### config.mk
export PLATFORM = sky130hd
export DESIGN_NAME = alu_issue_stage
export DESIGN_NICKNAME = d
export VERILOG_FILES = /design/src/rtl/mips_pkg.sv /design/src/rtl/alu_issue_stage_fwd_select.sv /design/src/rtl/alu_issue_stage.sv
export SDC_FILE = /design/constraint.sdc
export NUM_CORES = 1
export LEC_CHECK = 0
export CAP_MARGIN = 0
export CORE_ASPECT_RATIO = 1.75
export CORE_MARGIN = 2
export CORE_UTILIZATION = 44
export DETAILED_ROUTE_END_ITERATION = 16
export PLACE_DENSITY = 0.86
export SYNTH_ARGS = -nofsm -noshare
export SYNTH_HDL_FRONTEND = slang
export SYNTH_SLANG_ARGS = --single-unit
export TNS_END_PERCENT = 1
### constraint.sdc
create_clock -name clk -period 2.63 [get_ports clk]
set_clock_uncertainty 0.2 [all_clocks]
set_input_delay 0.6575 -clock clk [delete_from_list [all_inputs] [get_ports clk]]
set_output_delay 0.6575 -clock clk [all_outputs]
set_load 0.02 [all_outputs]
### src/rtl/mips_pkg.sv
// Shared encodings for the ID/EX issue stage: ALU control codes, ALUOp values
// and R-type function fields.
package mips_pkg;

   localparam logic [2:0] ALU_ADD = 3'b010;
   localparam logic [2:0] ALU_SUB = 3'b110;
   localparam logic [2:0] ALU_AND = 3'b000;
   localparam logic [2:0] ALU_OR  = 3'b001;

   localparam logic [1:0] ALUOP_MEM    = 2'b00;
   localparam logic [1:0] ALUOP_BRANCH = 2'b01;
   localparam logic [1:0] ALUOP_RTYPE  = 2'b10;
   localparam logic [1:0] ALUOP_ORI    = 2'b11;

   localparam logic [5:0] FUNCT_ADD = 6'b100000;
   localparam logic [5:0] FUNCT_SUB = 6'b100010;
   localparam logic [5:0] FUNCT_AND = 6'b100100;
   localparam logic [5:0] FUNCT_OR  = 6'b100101;

   typedef struct packed {
      logic [2:0] code;
      logic       illegal;
   } alu_ctrl_t;

endpackage

### src/rtl/alu_issue_stage_fwd_select.sv
// Per-operand forwarding mux: EX/MEM beats MEM/WB beats the latched register data;
// register 0 is never forwarded.
module fwd_select #(
   parameter int DATA_W = 32,
   parameter int REG_AW = 5
) (
   input  logic [REG_AW-1:0] src_reg,
   input  logic [DATA_W-1:0] reg_data,
   input  logic              exm_reg_write,
   input  logic [REG_AW-1:0] exm_dest,
   input  logic [DATA_W-1:0] exm_result,
   input  logic              wb_reg_write,
   input  logic [REG_AW-1:0] wb_dest,
   input  logic [DATA_W-1:0] wb_result,
   output logic [DATA_W-1:0] operand
);

   logic src_nonzero;

   assign src_nonzero = (src_reg != {REG_AW{1'b0}});

   // Priority select of the operand source
   always_comb begin
      operand = reg_data;
      if (src_nonzero && exm_reg_write && (exm_dest == src_reg)) begin
         operand = exm_result;
      end else if (src_nonzero && wb_reg_write && (wb_dest == src_reg)) begin
         operand = wb_result;
      end else begin
         operand = reg_data;
      end
   end

endmodule

### src/rtl/alu_issue_stage.sv
// ID/EX stage feeding the ALU: latches decoded fields, encodes ALU control and
// applies operand forwarding on the latched source registers.
module alu_issue_stage
   import mips_pkg::*;
#(
   parameter int DATA_W = 32,
   parameter int REG_AW = 5
) (
   input  logic              clk,
   input  logic              reset_n,
   input  logic              id_valid,
   input  logic [1:0]        id_alu_op,
   input  logic [5:0]        id_funct,
   input  logic [DATA_W-1:0] id_rs_data,
   input  logic [DATA_W-1:0] id_rt_data,
   input  logic [DATA_W-1:0] id_imm,
   input  logic              id_alu_src,
   input  logic [REG_AW-1:0] id_rs,
   input  logic [REG_AW-1:0] id_rt,
   input  logic [REG_AW-1:0] id_dest,
   input  logic              id_reg_write,
   input  logic              stall,
   input  logic              flush,
   input  logic              exm_reg_write,
   input  logic [REG_AW-1:0] exm_dest,
   input  logic [DATA_W-1:0] exm_result,
   input  logic              wb_reg_write,
   input  logic [REG_AW-1:0] wb_dest,
   input  logic [DATA_W-1:0] wb_result,
   output logic [DATA_W-1:0] alu_a,
   output logic [DATA_W-1:0] alu_b,
   output logic [2:0]        alu_control,
   output logic              ex_valid,
   output logic [REG_AW-1:0] ex_dest,
   output logic              ex_reg_write,
   output logic              ex_illegal
);

   function automatic alu_ctrl_t encode_ctrl(input logic [1:0] alu_op, input logic [5:0] funct);
      alu_ctrl_t c;
      c.code    = ALU_ADD;
      c.illegal = 1'b0;
      case (alu_op)
         ALUOP_MEM:    c.code = ALU_ADD;
         ALUOP_BRANCH: c.code = ALU_SUB;
         ALUOP_ORI:    c.code = ALU_OR;
         ALUOP_RTYPE: begin
            case (funct)
               FUNCT_ADD: c.code = ALU_ADD;
               FUNCT_SUB: c.code = ALU_SUB;
               FUNCT_AND: c.code = ALU_AND;
               FUNCT_OR:  c.code = ALU_OR;
               default: begin
                  c.code    = ALU_ADD;
                  c.illegal = 1'b1;
               end
            endcase
         end
         default: c.code = ALU_ADD;
      endcase
      return c;
   endfunction

   logic              valid_r;
   logic              reg_write_r;
   logic [REG_AW-1:0] dest_r;
   logic [REG_AW-1:0] rs_r;
   logic [REG_AW-1:0] rt_r;
   logic [DATA_W-1:0] rs_data_r;
   logic [DATA_W-1:0] rt_data_r;
   logic [DATA_W-1:0] imm_r;
   logic              alu_src_r;
   alu_ctrl_t         ctrl_r;
   logic [DATA_W-1:0] fwd_rt;

   // Stage register: flush drops validity only, stall holds everything
   always_ff @(posedge clk or negedge reset_n) begin
      if (!reset_n) begin
         valid_r     <= 1'b0;
         reg_write_r <= 1'b0;
         dest_r      <= {REG_AW{1'b0}};
         rs_r        <= {REG_AW{1'b0}};
         rt_r        <= {REG_AW{1'b0}};
         rs_data_r   <= {DATA_W{1'b0}};
         rt_data_r   <= {DATA_W{1'b0}};
         imm_r       <= {DATA_W{1'b0}};
         alu_src_r   <= 1'b0;
         ctrl_r      <= '{code: ALU_ADD, illegal: 1'b0};
      end else if (flush) begin
         valid_r     <= 1'b0;
         reg_write_r <= 1'b0;
      end else if (stall) begin
         valid_r     <= valid_r;
         reg_write_r <= reg_write_r;
      end else begin
         valid_r     <= id_valid;
         reg_write_r <= id_reg_write & id_valid;
         dest_r      <= id_dest;
         rs_r        <= id_rs;
         rt_r        <= id_rt;
         rs_data_r   <= id_rs_data;
         rt_data_r   <= id_rt_data;
         imm_r       <= id_imm;
         alu_src_r   <= id_alu_src;
         ctrl_r      <= encode_ctrl(id_alu_op, id_funct);
      end
   end

   fwd_select #(.DATA_W(DATA_W), .REG_AW(REG_AW)) u_fwd_a (
      .src_reg(rs_r), .reg_data(rs_data_r),
      .exm_reg_write(exm_reg_write), .exm_dest(exm_dest), .exm_result(exm_result),
      .wb_reg_write(wb_reg_write), .wb_dest(wb_dest), .wb_result(wb_result),
      .operand(alu_a)
   );

   fwd_select #(.DATA_W(DATA_W), .REG_AW(REG_AW)) u_fwd_b (
      .src_reg(rt_r), .reg_data(rt_data_r),
      .exm_reg_write(exm_reg_write), .exm_dest(exm_dest), .exm_result(exm_result),
      .wb_reg_write(wb_reg_write), .wb_dest(wb_dest), .wb_result(wb_result),
      .operand(fwd_rt)
   );

   assign alu_b        = alu_src_r ? imm_r : fwd_rt;
   assign alu_control  = ctrl_r.code;
   assign ex_illegal   = ctrl_r.illegal;
   assign ex_valid     = valid_r;
   assign ex_dest      = dest_r;
   assign ex_reg_write = reg_write_r;

endmodule

==> qor.txt <==
Status -> complete, but fails checks
Failing checks -> setup timing
Die W -> 97.48 µm
Initial antenna violation count -> 10
Slew Limit Fails -> 0
1st-iter DRT viols -> 433
Synthesized Nets -> 846
Startpoint types -> flop
Total CTS buffers -> 17
Post-synthesis sequential area ratio -> 0.4391
Final worst slack -> -0.7269 ns
Count leader, synth -> dfrtp_1
WP data required -> 1.77 ns
Final worst path period need -> 3.357 ns
Mapped Cells -> 644
IO Pins -> 277
Post-Syn Area -> 6728 µm²
GPL Wtd Cong -> 0.9600
Largest net degree at the start of global routing -> 42
Synth Area in Adders -> 0
HPWL Detailed -> 20,330 µm
Max-Cap Viols -> 0
Core area -> 14,910 µm²
Design Area, Final -> 11,620 µm²
Initial Util -> 0.4512
Top cell type's share of synthesized area -> 0.4352
Final #Nets -> 1,169
Rel. slew slack -> 0.6942
Crit Path Max Fanout -> 5
Pre-Repair DR Iteration Count -> 7
Vias in the first global route -> 7,707
Combinational family with the most area after synthesis -> multiplexers
Hold Vio Cnt, Final -> 0
Drt drc -> 0
EDFF count, synth -> 0
Hold Path Class -> flop to flop
Fill cells -> 921
Setup Crit Path Kind -> flop to primary output
Layout cell share with drive strength beyond 1 -> 0.4306
Ys Warns -> 0
Period utilisation layout -> 1.276
Critical Path AT -> 2.50 ns
Average vias per placed instance -> 6.045
Row cnt -> 59
Gr usage total -> 0.3374
Fraction of registers with async set/reset -> 1.000
Placed instance area -> 10,650 µm²
#FFs+latches synth -> 118
Die height -> 167.6 µm
Clock tree from TritonCTS -> yes
Antenna viol nets, final -> 0
Global-route wire length before repair -> 42,190 µm
Placed cells -> 1,122
Maximum clock frequency -> 297.9 MHz
Final setup vio count -> 64
Max VDD drop -> 0.0004490 V
Routed WL -> 28,360 µm
RSZ-0062 raised after global routing -> true
Post-Layout Cell Count -> 1,173
Clk root buf -> clkbuf_16
Area contributors post-synth -> dfrtp_1, mux2_2, a31oi_1
CTS max path bufs -> 2
Distinct cells, synth -> 35
WL per Instance -> 24.18 µm
PwrDens -> 636.9 nW/µm²
Worst slew pin tran -> 0.4538 ns
Sequential cell area -> 2955 µm²
Tot Pwr -> 7.403 mW
Main synth FF type -> dfrtp_1
Total grt overflow -> 0
Worst skew pair latency -> 0.42 ns
Crit path capture type -> primary output
Sink Count -> 118
Post-synth top cells -> dfrtp_1, mux2_2, a31oi_1, nand3_1, clkbuf_1
Synth Area in Compound Gates -> 0.1698
Die area -> 16,330 µm²
Vias post-DR -> 7,091
Input/output buffers -> 276
Layout area overhead -> 72.75%
Post-synthesis mux area share -> 0.1891
Synth Area in XOR/XNOR -> 0.02604
Final setup TNS -> -40.83 ns
Footprint of the multi-input gates -> 4179 µm²
Synth area leader -> dfrtp_1
P_leak -> 4.554 nW
H-tree depth -> 4
CTS clk-pin slew, worst paths -> 0.05 ns
Post-synthesis simple-gate area fraction -> 0.1220
Synthesized area per cell -> 10.45 µm²
-- metrics by stage --
step,setup slack [ns],hold WS [ns],util
4_1_cts,-0.7142,0.2997,0.7674
6_report,-0.7269,0.3001,0.7794
2_1_floorplan,-0.003044,0.1619,-
3_3_place_gp,-1.279,0.2820,0.7143
3_5_place_dp,-1.307,0.2881,0.7143
5_1_grt,-0.7668,0.3072,0.7794
-- worst max-delay path, stage by stage (launching register included) --
cell and delay, ns:
dfrtp_1 0.38, or4_4 0.58, o211ai_4 0.31, o21ba_4 0.25, bufbuf_16 0.28, a31oi_2 0.10, buf_4 0.18
-- layout by cell type, fill, tap and decap left out, types with 10 or more instances in the layout --
master	n
nand2b_1	33
clkbuf_16	17
o21ai_1	31
buf_6	11
buf_2	19
mux2_2	113
dfrtp_1	116
clkdlybuf4s50_1	201
nand3_1	63
diode_2	10
buf_12	21
o21ai_2	12
a31oi_2	58
o21ai_0	22
o41ai_2	20
nor3_1	28
xnor2_1	11
buf_4	100
-- flip-flops by register name, summed over array words and instances, names as in the netlist, 3 cells and up --
register	flops
ex_dest	5
rt_r	5
rs_r	5
imm_r	32
alu_control	3
rt_data_r	32
rs_data_r	32
-- routing by layer --
| layer | part of all wire | track usage | wire length (µm) | up-vias |
|---|---|---|---|---|
| li1 | - | - | - | 3112 |
| met1 | 0.33 | 0.3367 | 9318 | 3467 |
| met2 | 0.54 | 0.6168 | 15400 | 401 |
| met3 | 0.061 | 0.07346 | 1734 | 109 |
| met4 | 0.067 | 0.2246 | 1895 | 2 |
| met5 | 0.00046 | 0 | 13 | - |
-- what timing repair did --
item / CTS / global route
hold endpoints to repair: 15 / 0
hold buffers: 1 / 0
setup endpoints to repair: 64 / 64
pin swaps: 21 / 11
gates resized for setup: 354 / 42
cloned: 2 / 1
setup buffers: 4 / 1
-- cell families after synthesis --
logic type	after synthesis
compound gates	174
simple gates	151
flops	118
mux	113
buf+inv	68
xor+xnor	20
-- power breakdown --
part / internal, mW / leakage [nW] / total [mW] / switching, mW
Combinational: 1.46 / 2.90 / 2.92 / 1.46
Clock: 1.35 / 0.263 / 2.24 / 0.883
Sequential: 2.08 / 1.39 / 2.25 / 0.163
-- final timing paths --
| path | start | endpoint | slack [ns] | depth (start not counted) |
|---|---|---|---|---|
| min in group asynchronous | reset_n | rt_data_r[6] | 0.54 | 2 |
| max in group asynchronous | reset_n | rs_data_r[30] | 1.00 | 3 |
| min reg2reg | imm_r[22] | imm_r[22] | 0.30 | 1 |
| max reg2reg | rt_r[1] | rt_r[1] | 1.38 | 2 |
| min | imm_r[22] | imm_r[22] | 0.30 | 1 |
| max | rt_r[0] | alu_b[3] | -0.73 | 6 |
-- area by class of cell --
type	instances	area share
multi-input combinational	458	0.3596
timing repair buffer	370	0.3151
sequential	118	0.2543
clock buffer	22	0.03994
tap	183	0.01970
clock inverter	10	0.008612
antenna	10	0.002153
inverter	2	0.0006459
Note: power is estimated with default switching activity, not from simulation.
